--- src/rtl/ndp_ctrl_defs.sv ---
// Shared definitions for the NDP job controller: state encodings, default
// widths and a ceiling-log2 helper for sizing index vectors.
package ndp_ctrl_defs;

  typedef enum logic [2:0] {
    ST_IDLE      = 3'd0,
    ST_CLEAR     = 3'd1,
    ST_FEED      = 3'd2,
    ST_WAIT_DONE = 3'd3,
    ST_DRAIN     = 3'd4
  } state_t;

  localparam int DEF_ADDR_BITS = 10;
  localparam int DEF_K_BITS    = 10;
  localparam int DEF_RES_ROWS  = 4;

  // Ceiling log2, never below 1 so the result can always size a vector.
  function automatic int clog2(input int value);
    int result;
    result = 0;
    while ((1 << result) < value) result++;
    return (result < 1) ? 1 : result;
  endfunction

endpackage

--- src/rtl/ndp_addr_gen.sv ---
// Activation/weight read-address generator: latches the job bases and length,
// then walks a beat counter through the FEED phase, raising the read enable on
// the first k beats only. Addresses wrap modulo 2^ADDR_BITS.
module ndp_addr_gen
  import ndp_ctrl_defs::*;
#(
  parameter int ADDR_BITS = DEF_ADDR_BITS,
  parameter int K_BITS    = DEF_K_BITS,
  parameter int MEM_LAT   = 1
) (
  input  logic                 clk,
  input  logic                 reset,
  input  logic                 load,
  input  logic [K_BITS-1:0]    cmd_k,
  input  logic [ADDR_BITS-1:0] cmd_a_base,
  input  logic [ADDR_BITS-1:0] cmd_b_base,
  input  logic                 feed_start,
  input  logic                 feed_active,
  output logic                 feed_last,
  output logic                 mem_rd_en,
  output logic [ADDR_BITS-1:0] mem_a_addr,
  output logic [ADDR_BITS-1:0] mem_b_addr
);

  // One extra bit so k plus the read latency never overflows.
  localparam int CNT_BITS = K_BITS + 1;

  logic [K_BITS-1:0]    k_q;
  logic [ADDR_BITS-1:0] a_base_q;
  logic [ADDR_BITS-1:0] b_base_q;
  logic [CNT_BITS-1:0]  beat_q;
  logic [CNT_BITS-1:0]  beat_nxt;
  logic [CNT_BITS-1:0]  last_beat;
  logic [ADDR_BITS-1:0] beat_off;

  // Beat presented in the next cycle and the final FEED beat index.
  always_comb begin
    beat_nxt  = feed_start ? '0 : beat_q + CNT_BITS'(1);
    beat_off  = ADDR_BITS'(beat_nxt);
    last_beat = {1'b0, k_q} + CNT_BITS'(MEM_LAT - 1);
  end

  assign feed_last = feed_active && (beat_q == last_beat);

  // Latch the command, then register beat, read enable and both addresses.
  always_ff @(posedge clk) begin
    if (reset) begin
      k_q        <= '0;
      a_base_q   <= '0;
      b_base_q   <= '0;
      beat_q     <= '0;
      mem_rd_en  <= 1'b0;
      mem_a_addr <= '0;
      mem_b_addr <= '0;
    end else begin
      // NOTE: non-blocking assignments so every register samples pre-edge values.
      if (load) begin
        k_q      <= cmd_k;
        a_base_q <= cmd_a_base;
        b_base_q <= cmd_b_base;
      end
      if (feed_start || feed_active) begin
        beat_q     <= beat_nxt;
        mem_rd_en  <= (beat_nxt < {1'b0, k_q});
        mem_a_addr <= a_base_q + beat_off;
        mem_b_addr <= b_base_q + beat_off;
      end else begin
        mem_rd_en <= 1'b0;
      end
    end
  end

endmodule

--- src/rtl/ndp_job_controller.sv ---
// Sequences one matrix-tile job through the NDP unit: accept command, clear
// the datapath, feed A/B words, wait for calc_done (with timeout), then drain
// the result rows over a valid/ready handshake. All outputs are registered.
module ndp_job_controller
  import ndp_ctrl_defs::*;
#(
  parameter int ADDR_BITS      = DEF_ADDR_BITS,
  parameter int K_BITS         = DEF_K_BITS,
  parameter int MEM_LAT        = 1,
  parameter int RES_ROWS       = DEF_RES_ROWS,
  parameter int TIMEOUT_CYCLES = 4096
) (
  input  logic                         clk,
  input  logic                         reset,
  input  logic                         cmd_valid,
  output logic                         cmd_ready,
  input  logic [K_BITS-1:0]            cmd_k,
  input  logic [ADDR_BITS-1:0]         cmd_a_base,
  input  logic [ADDR_BITS-1:0]         cmd_b_base,
  output logic                         mem_rd_en,
  output logic [ADDR_BITS-1:0]         mem_a_addr,
  output logic [ADDR_BITS-1:0]         mem_b_addr,
  output logic                         ndp_clear,
  output logic                         ndp_in_done_flag,
  input  logic                         ndp_calc_done,
  output logic                         res_valid,
  input  logic                         res_ready,
  output logic [clog2(RES_ROWS)-1:0]   res_row,
  output logic                         res_last,
  output logic                         job_done,
  output logic                         busy,
  output logic                         err_cmd,
  output logic                         err_timeout
);

  localparam int ROW_BITS = clog2(RES_ROWS);
  localparam int TO_BITS  = clog2(TIMEOUT_CYCLES);
  localparam logic [ROW_BITS-1:0] LAST_ROW = ROW_BITS'(RES_ROWS - 1);
  localparam logic [TO_BITS-1:0]  TO_LAST  = TO_BITS'(TIMEOUT_CYCLES - 1);

  state_t               state_q, state_d;
  logic [TO_BITS-1:0]   to_cnt_q, to_cnt_d;
  logic [ROW_BITS-1:0]  res_row_d;
  logic cmd_ready_d, busy_d, ndp_clear_d, in_done_d, res_valid_d, res_last_d;
  logic job_done_d, err_cmd_d, err_timeout_d;

  logic cmd_fire, accept, reject, res_fire, row_last, timeout_hit, feed_last;

  assign cmd_fire    = cmd_valid && cmd_ready;
  assign accept      = cmd_fire && (cmd_k != '0);
  assign reject      = cmd_fire && (cmd_k == '0);
  assign res_fire    = res_valid && res_ready;
  assign row_last    = (res_row == LAST_ROW);
  assign timeout_hit = (to_cnt_q == TO_LAST);

  ndp_addr_gen #(
    .ADDR_BITS (ADDR_BITS),
    .K_BITS    (K_BITS),
    .MEM_LAT   (MEM_LAT)
  ) u_addr_gen (
    .clk         (clk),
    .reset       (reset),
    .load        (accept),
    .cmd_k       (cmd_k),
    .cmd_a_base  (cmd_a_base),
    .cmd_b_base  (cmd_b_base),
    .feed_start  (state_q == ST_CLEAR),
    .feed_active (state_q == ST_FEED),
    .feed_last   (feed_last),
    .mem_rd_en   (mem_rd_en),
    .mem_a_addr  (mem_a_addr),
    .mem_b_addr  (mem_b_addr)
  );

  // State register plus the registered copies of every FSM output.
  always_ff @(posedge clk) begin
    if (reset) begin
      state_q          <= ST_IDLE;
      to_cnt_q         <= '0;
      cmd_ready        <= 1'b1;
      busy             <= 1'b0;
      ndp_clear        <= 1'b0;
      ndp_in_done_flag <= 1'b1;
      res_valid        <= 1'b0;
      res_row          <= '0;
      res_last         <= 1'b0;
      job_done         <= 1'b0;
      err_cmd          <= 1'b0;
      err_timeout      <= 1'b0;
    end else begin
      state_q          <= state_d;
      to_cnt_q         <= to_cnt_d;
      cmd_ready        <= cmd_ready_d;
      busy             <= busy_d;
      ndp_clear        <= ndp_clear_d;
      ndp_in_done_flag <= in_done_d;
      res_valid        <= res_valid_d;
      res_row          <= res_row_d;
      res_last         <= res_last_d;
      job_done         <= job_done_d;
      err_cmd          <= err_cmd_d;
      err_timeout      <= err_timeout_d;
    end
  end

  // Next-state decode; in WAIT_DONE a done beats a same-cycle timeout.
  always_comb begin
    // NOTE: every signal gets a default first so no latch is inferred.
    state_d = state_q;
    unique case (state_q)
      ST_IDLE:      if (accept) state_d = ST_CLEAR;
      ST_CLEAR:     state_d = ST_FEED;
      ST_FEED:      if (feed_last) state_d = ST_WAIT_DONE;
      ST_WAIT_DONE: begin
        if (ndp_calc_done)    state_d = ST_DRAIN;
        else if (timeout_hit) state_d = ST_IDLE;
      end
      ST_DRAIN:     if (res_fire && row_last) state_d = ST_IDLE;
      default:      state_d = ST_IDLE;
    endcase
  end

  // Output decode: values the output registers take at the next edge.
  always_comb begin
    cmd_ready_d   = (state_d == ST_IDLE);
    busy_d        = (state_d != ST_IDLE);
    ndp_clear_d   = (state_d == ST_CLEAR);
    in_done_d     = (state_d != ST_FEED);
    res_valid_d   = (state_d == ST_DRAIN);
    res_row_d     = '0;
    if ((state_q == ST_DRAIN) && (state_d == ST_DRAIN))
      res_row_d = res_fire ? res_row + ROW_BITS'(1) : res_row;
    res_last_d    = (state_d == ST_DRAIN) && (res_row_d == LAST_ROW);
    job_done_d    = (state_q == ST_DRAIN) && res_fire && row_last;
    err_cmd_d     = (state_q == ST_IDLE) && reject;
    err_timeout_d = (state_q == ST_WAIT_DONE) && !ndp_calc_done && timeout_hit;
    to_cnt_d      = '0;
    if ((state_q == ST_WAIT_DONE) && (state_d == ST_WAIT_DONE))
      to_cnt_d = to_cnt_q + TO_BITS'(1);
  end

endmodule

--- config.mk ---
export PLATFORM = sky130hd
export DESIGN_NAME = ndp_job_controller
export DESIGN_NICKNAME = d
export VERILOG_FILES = /design/src/rtl/ndp_ctrl_defs.sv /design/src/rtl/ndp_addr_gen.sv /design/src/rtl/ndp_job_controller.sv
export SDC_FILE = /design/constraint.sdc
export NUM_CORES = 1
export LEC_CHECK = 0
export CAP_MARGIN = 0
export CORE_UTILIZATION = 50
export CTS_BUF_LIST = sky130_fd_sc_hd__clkbuf_16
export CTS_CLUSTER_DIAMETER = 40
export CTS_CLUSTER_SIZE = 25
export DETAILED_ROUTE_END_ITERATION = 7
export PLACE_DENSITY = 0.75
export SYNTH_ARGS = -nofsm -noshare
export SYNTH_HDL_FRONTEND = slang
export SYNTH_SLANG_ARGS = --single-unit
--- constraint.sdc ---
create_clock -name clk -period 3.7 [get_ports clk]
set_input_delay 0.555 -clock clk [delete_from_list [all_inputs] [get_ports clk]]
set_output_delay 0.555 -clock clk [all_outputs]
set_load 0.03 [all_outputs]
==> results of run 1 <==
## worst max path at each step
stage,to,slack [ps],startpoint
floorplan,u_addr_gen.mem_a_addr[9],1010,u_addr_gen.beat_q[1]
global placement,u_addr_gen.mem_a_addr[9],720,u_addr_gen.beat_q[0]
detailed placement,u_addr_gen.mem_a_addr[9],580,u_addr_gen.beat_q[0]
CTS,u_addr_gen.mem_a_addr[9],550,u_addr_gen.beat_q[0]
global route,u_addr_gen.mem_a_addr[9],210,u_addr_gen.beat_q[0]
finish,u_addr_gen.mem_a_addr[9],470,u_addr_gen.beat_q[0]
## power by group
part / total, mW / leakage [nW] / internal, mW / switching [mW]
clock network: 0.874 / 0.140 / 0.464 / 0.410
logic: 0.782 / 1.41 / 0.303 / 0.480
registers: 1.11 / 0.717 / 1.04 / 0.0717
total: 2.77 / 2.27 / 1.81 / 0.961
## cells in the final DEF, fill, tap and decap left out, types with 5 or more instances in the layout
master           count
nor2_1              55
nand2b_1             6
nor2b_1             10
nor4_1               5
nand4_1              5
clkbuf_16            9
and2_1               5
dfxtp_1             88
o21ai_0             28
o21bai_1             6
xor2_1              27
a31oi_1              6
nand2_1            102
a21oi_1             68
a21o_1               5
nor3_1              15
ha_1                30
buf_4                9
o21a_1               5
clkdlybuf4s50_1     65
xnor2_1             12
nand3_1             20
inv_1               23
## registers in the layout, summed over array words and instances (netlist names), 2 cells and up
register,flops
u_addr_gen.beat_q,11
u_addr_gen.k_q,10
u_addr_gen.mem_a_addr,10
res_row,2
u_addr_gen.a_base_q,10
u_addr_gen.b_base_q,10
state_q,3
to_cnt_q,12
u_addr_gen.mem_b_addr,10
## metrics by stage
stage                     instance area [sq um]   util  hold slack, ps  power (mW)  cells
final                                      5800  0.622             449        2.77    793
after global routing                       5800  0.622             473        2.90    793
after CTS                                  5800  0.622             452        2.76    793
after detailed placement                   5520  0.592             442        1.91    777
after global placement                     5520  0.592             440        1.89    777
after floorplan                            4850      -             430        1.65    609
## kinds of logic after synthesis
| logic type | share of synthesized area |
|---|---|
| multiplexers | 0.00310 |
| XOR/XNOR | 0.0738 |
| flip-flops | 0.363 |
| buffers and inverters | 0.0627 |
| AO/OA/AOI/OAI | 0.170 |
| AND/OR/NAND/NOR | 0.241 |
| adder cells (fa/ha/maj) | 0.0857 |
## layer usage
metal | up-vias | wire length (microns) | share of wire
met5 | - | 0 | 0
met4 | 0 | 329 | 0.027
met3 | 33 | 888 | 0.073
met2 | 188 | 5560 | 0.46
met1 | 2078 | 5370 | 0.44
li1 | 2187 | - | -
## cell type report
type / instances / area, sq um / area share
Multi-Input combinational cell: 462 / 2790 / 0.481
Sequential cell: 88 / 1760 / 0.304
Timing Repair Buffer: 75 / 723 / 0.125
Clock buffer: 9 / 225 / 0.0388
Tap cell: 129 / 161 / 0.0278
Inverter: 23 / 86.3 / 0.0149
Clock inverter: 7 / 55.1 / 0.00949
## worst max-delay path, stage by stage, from the launching register on
cell,delay (ps)
dfxtp_1,530
ha_1,310
nand3_1,220
nor3_1,350
xnor2_1,110
nor2_1,280
ha_1,350
a21oi_1,150
o21ai_0,130
a311o_1,350
and4_2,220
nor3_1,160
==> summary.txt, run 1 <==
GRT
  • Met1 Use GR: 0.332
  • Initial antenna violation count: 0
  • Grt met2 use: 0.403
  • Met3 Use GR: 0.0465
  • Most crowded layer after global routing: met2
  • GRT Overall Usage: 0.251
  • Pin count of the biggest net entering global routing: 67
  • Vias in the first global route: between 4,000 and 5,000
  • Grt ovf: 0
  • First-pass GRT wire length: between 15,000 and 20,000 microns

Cells and area
  • Layout cells sized above 1: 0.0542
  • Antenna Cells: 0
  • Final #Nets: slightly above 700
  • Area growth syn-to-layout: 19.7%
  • Fill count: roughly 850

Clocking
  • Setup bufs post-CTS: 0
  • H-tree depth: 3
  • Worst skew pair latency: 340 ps
  • CTS buffer count: 9
  • Clock transition at the registers of the reported paths: ~70 ps
  • CTS root buf: clkbuf_16
  • CTS resizes: 0
  • CTS Hold Buffers Added: 0
  • CTS tree: yes
  • Clock sink total: just under 90
  • Clk buf depth: 2

Setup path
  • Critical path arrival: between 3000 and 4000 ps
  • Critical Path Source Type: flop
  • Critical Path End Type: flop
  • Worst setup path category: flop to flop
  • Critical path data required time: a little under 4000 ps
  • Reg2Reg Launch Point: u_addr_gen.beat_q[0]
  • Crit path max fanout: 10
  • FF-to-FF End: u_addr_gen.mem_a_addr[9]
  • R2R cell count: 11
  • R2R Setup Slk: around 470 ps

Die
  • I/O pin count: 67
  • Die width: about 100 microns
  • Initial Util: 0.520
  • Die Span Y: between 100 and 150 microns
  • Core Footprint: between 9000 and 10,000 sq um
  • DIE AREA: just over 10,000 sq um
  • Row cnt: 35

Timing
  • RSZ-0062 raised after global routing: no
  • Tmin final: between 3000 and 4000 ps
  • Sum Neg Setup Slack: 0 ps
  • Setup-failing EPs final: 0
  • Least-Margin Pin Slew: around 900 ps
  • Setup WS post-layout: 469 ps
  • Worst slew margin: 0.413
  • F_max: just over 300 MHz
  • Final hold vios: 0
  • Period utilisation layout: 0.873
  • Worst Skew: approximately 6.4 ps
  • Final slew viol count: 0

Synth
  • Main flop type after synthesis: dfxtp_1
  • Synth area leader: dfxtp_1
  • Mapped Area: between 4000 and 5000 sq um
  • Yosys warnings: 0
  • Post-Synthesis Net Count: 676
  • Synth top area share: 0.363
  • Top cells by area, synth: dfxtp_1, nand2_1, ha_1
  • Mean Syn Cell Area: just under 8 sq um
  • Unique masters post-synth: 57
  • Fraction of registers with async set/reset: 0
  • #FFs+latches synth: 88
  • Post-synth top cells: nand2_1, dfxtp_1, a21oi_1, nor2_1, ha_1
  • Seq/Total Area, Yosys: 0.363
  • Synth Instances: 609
  • Cell with the most instances after synthesis: nand2_1
  • Post-synth EDFFs: 0

Routing
  • DRT Wirelength: ~12,000 microns
  • Drt initial violations: approximately 260
  • Avg WL per Cell: 15.3 microns
  • Via density: around 5.7
  • Drc violations: 0
  • DRT Pass-1 Iters: 7
  • Vias: 4,486
  • ANT nets after route: 0

Placed design
  • Place WS: ~580 ps
  • DP HPWL: approximately 9000 microns
  • RePlAce Congestion: just under 1
  • # port buffers: 66

Worst hold path
  • Min-delay src: u_addr_gen.mem_a_addr[5]
  • Worst hold path depth: 2
  • Worst Hold Path EP: u_addr_gen.mem_a_addr[5]
  • Tightest Hold Check Type: flop to flop

Run status
  • Status: complete, no violations

Power
  • LEAKAGE: approximately 2.3 nW
  • Peak supply drop: ~0.26 mV
  • P per Cell Area: approximately 480 nW/um^2

Run
  • Max Cap Viol: 0
No activity file was read; power rests on OpenSTA's default activity.
==> run 2: changes to the inputs <==
==> constraint.sdc (replaced) <==
create_clock -name clk -period 3.7 [get_ports clk]
set_input_delay 0.74 -clock clk [delete_from_list [all_inputs] [get_ports clk]]
set_output_delay 0.74 -clock clk [all_outputs]
set_load 0.03 [all_outputs]
==> run 2 against run 1 <==
Sequential share of layout area down 0.25 points. Non-clock buffer count up 1. Critical path depth unchanged. Via count down 0.58%. Final cell count up 0.13%. Sequential cell count unchanged. Cell area up 0.84%. Worst hold slack better by 2.1 ps. Clock power up 12%. Clock skew up 0.53 ps. Critical path type unchanged. Critical endpoint unchanged.
==> summary.txt, run 2 (synthesis results as in run 1) <==
Run status
  • Status: complete, no violations (unchanged)

Clocking
  • CTS resizes: 0 (unchanged)
  • Worst skew pair latency: 340 ps (about the same)
  • CTS Hold Buffers Added: 0 (unchanged)
  • CTS buffer count: 9 (unchanged)
  • Clk buf depth: 2 (unchanged)
  • Clock sink total: 88 (unchanged)
  • H-tree depth: 3 (unchanged)
  • CTS root buf: clkbuf_16 (unchanged)
  • Setup bufs post-CTS: 0 (unchanged)
  • CTS tree: yes (unchanged)
  • Clock transition at the registers of the reported paths: 60 ps (was 70 ps)

GRT
  • Pin count of the biggest net entering global routing: 67 (unchanged)
  • Grt ovf: 0 (unchanged)
  • First-pass GRT wire length: 19,500 microns (was 19,800 microns)
  • Vias in the first global route: 4,019 (was 4,096)
  • GRT Overall Usage: 0.247 (was 0.251)
  • Initial antenna violation count: 0 (unchanged)

Routing
  • Drt initial violations: 259 (was 262)
  • Vias: 4,460 (was 4,486)
  • ANT nets after route: 0 (unchanged)
  • DRT Wirelength: 12,100 microns (about the same)
  • Avg WL per Cell: 15.2 microns (was 15.3 microns)
  • Via density: 5.62 (was 5.66)
  • DRT Pass-1 Iters: 5 (was 7)
  • Drc violations: 0 (unchanged)

Die
  • Die width: 100 microns (unchanged)
  • DIE AREA: 10,100 sq um (unchanged)
  • Die Span Y: 100 microns (unchanged)
  • Core Footprint: 9330 sq um (unchanged)
  • I/O pin count: 67 (unchanged)
  • Row cnt: 35 (unchanged)
  • Initial Util: 0.520 (unchanged)

Timing
  • Worst slew margin: 0.417 (was 0.413)
  • F_max: 312 MHz (was 310 MHz)
  • Worst Skew: 6.95 ps (was 6.42 ps)
  • RSZ-0062 raised after global routing: no (unchanged)
  • Least-Margin Pin Slew: 875 ps (was 881 ps)
  • WHS: 451 ps (was 449 ps)
  • Period utilisation layout: 0.865 (was 0.873)
  • Final slew viol count: 0 (unchanged)
  • Final hold vios: 0 (unchanged)
  • Setup-failing EPs final: 0 (unchanged)
  • Setup WS post-layout: 499 ps (was 469 ps)
  • Sum Neg Setup Slack: 0 ps (unchanged)
  • Tmin final: 3200 ps (was 3230 ps)

Setup path
  • Worst setup path category: flop to flop (unchanged)
  • Critical path data required time: 3960 ps (was 3970 ps)
  • Critical Path Source Type: flop (unchanged)
  • Critical Path End Type: flop (unchanged)
  • R2R cell count: 11 (unchanged)
  • Crit path max fanout: 10 (unchanged)
  • Critical path arrival: 3460 ps (was 3500 ps)

Power
  • Combinational Power Share: 0.271 (was 0.282)
  • Sequential share of power: 0.388 (was 0.402)
  • Clock Power Share: 0.341 (was 0.315)
  • P_int: 1.94 mW (was 1.81 mW)
  • LEAKAGE: 2.29 nW (was 2.27 nW)
  • Peak supply drop: 0.242 mV (was 0.258 mV)
  • P per Cell Area: 490 nW/um^2 (was 478 nW/um^2)
  • Sw Ratio: 0.324 (was 0.347)
  • Sw Pwr: 0.928 mW (was 0.961 mW)

Cells and area
  • Area growth syn-to-layout: 20.7% (was 19.7%)
  • Most frequent cells in the layout: nand2_1, dfxtp_1, a21oi_1, clkdlybuf4s50_1, nor2_1 (unchanged)
  • Top reg by flops: to_cnt_q (unchanged)
  • Layout cells sized above 1: 0.0556 (was 0.0542)
  • Antenna Cells: 0 (unchanged)
  • Biggest registers after layout: to_cnt_q: 12 flops, u_addr_gen.beat_q: 11 flops (unchanged)
  • Final #Nets: 727 (was 726)
  • Commonest non-fill, non-tap cell in the layout: nand2_1 (unchanged)
  • Fin cells: 794 (was 793)
  • Largest register FFs: 12 (unchanged)

Run
  • Max Cap Viol: 0 (unchanged)

Placed design
  • # port buffers: 66 (unchanged)
  • Placed insts: 778 (was 777)
  • DP HPWL: 8790 microns (was 8820 microns)
  • Place WS: 582 ps (was 580 ps)
  • RePlAce Congestion: 0.909 (was 0.987)

Worst hold path
  • Tightest Hold Check Type: flop to flop (unchanged)
  • Worst hold path depth: 2 (unchanged)
run 2: cell count changes in the layout (fill, tap and decap cells not counted):
cell | before | now
buf_4 | 9 | 10
clkinv_4 | 2 | 1
clkinv_1 | 1 | 0
clkinvlp_4 | 0 | 1
inv_1 | 23 | 24
bufinv_16 | 0 | 2
inv_6 | 2 | 0
run 2: per-layer routing:
layer,share of wire,GRT usage,vias to the layer above,wire (microns)
met5,0,0,-,0
li1,-,-,2185,-
met1,0.47,0.343,2092,5660
met3,0.049,0.0305,22,590
met2,0.46,0.388,161,5580
met4,0.019,0.100,0,227
run 2: final cells by class:
type	instances	area, sq um
clock inverters	7	96.3
clock buffers	9	225
flip-flops and latches	88	1760
well taps	129	161
multi-input cells	462	2790
repair buffers	76	731
inverters	23	86.3
fillers	849	3480
run 2: power groups by stage:
stage                     Sequential (mW)  Combinational [mW]  Clock (mW)
final                                1.11               0.776       0.980
after global routing                 1.12               0.856        1.03
after CTS                            1.11               0.776       0.990
after detailed placement             1.13               0.773           0
after global placement               1.13               0.763           0
after floorplan                      1.22               0.432           0
run 2: critical path, cell delays in order (launching register included):
cell and delay, ps:
dfxtp_1 530, ha_1 320, nand3_1 200, nor3_1 350
xnor2_1 100, nor2_1 240, ha_1 330, a21oi_1 150
o21ai_0 150, a311o_1 380, and4_2 230, nor3_1 150
run 2: final timing paths:
path                                                from                  endpoint  slack (ps)
worst max-delay path                u_addr_gen.beat_q[0]  u_addr_gen.mem_a_addr[9]         500
worst min-delay path            u_addr_gen.mem_b_addr[7]  u_addr_gen.mem_b_addr[7]         450
worst max register to register      u_addr_gen.beat_q[0]  u_addr_gen.mem_a_addr[9]         500
worst min register to register  u_addr_gen.mem_b_addr[7]  u_addr_gen.mem_b_addr[7]         450
run 2: per-stage QoR:
step | power (mW) | util | area [sq um]
6_report | 2.87 | 0.627 | 5850
5_1_grt | 3.00 | 0.627 | 5850
4_1_cts | 2.88 | 0.627 | 5850
3_5_place_dp | 1.90 | 0.593 | 5530
3_3_place_gp | 1.89 | 0.593 | 5530
2_1_floorplan | 1.65 | - | 4850
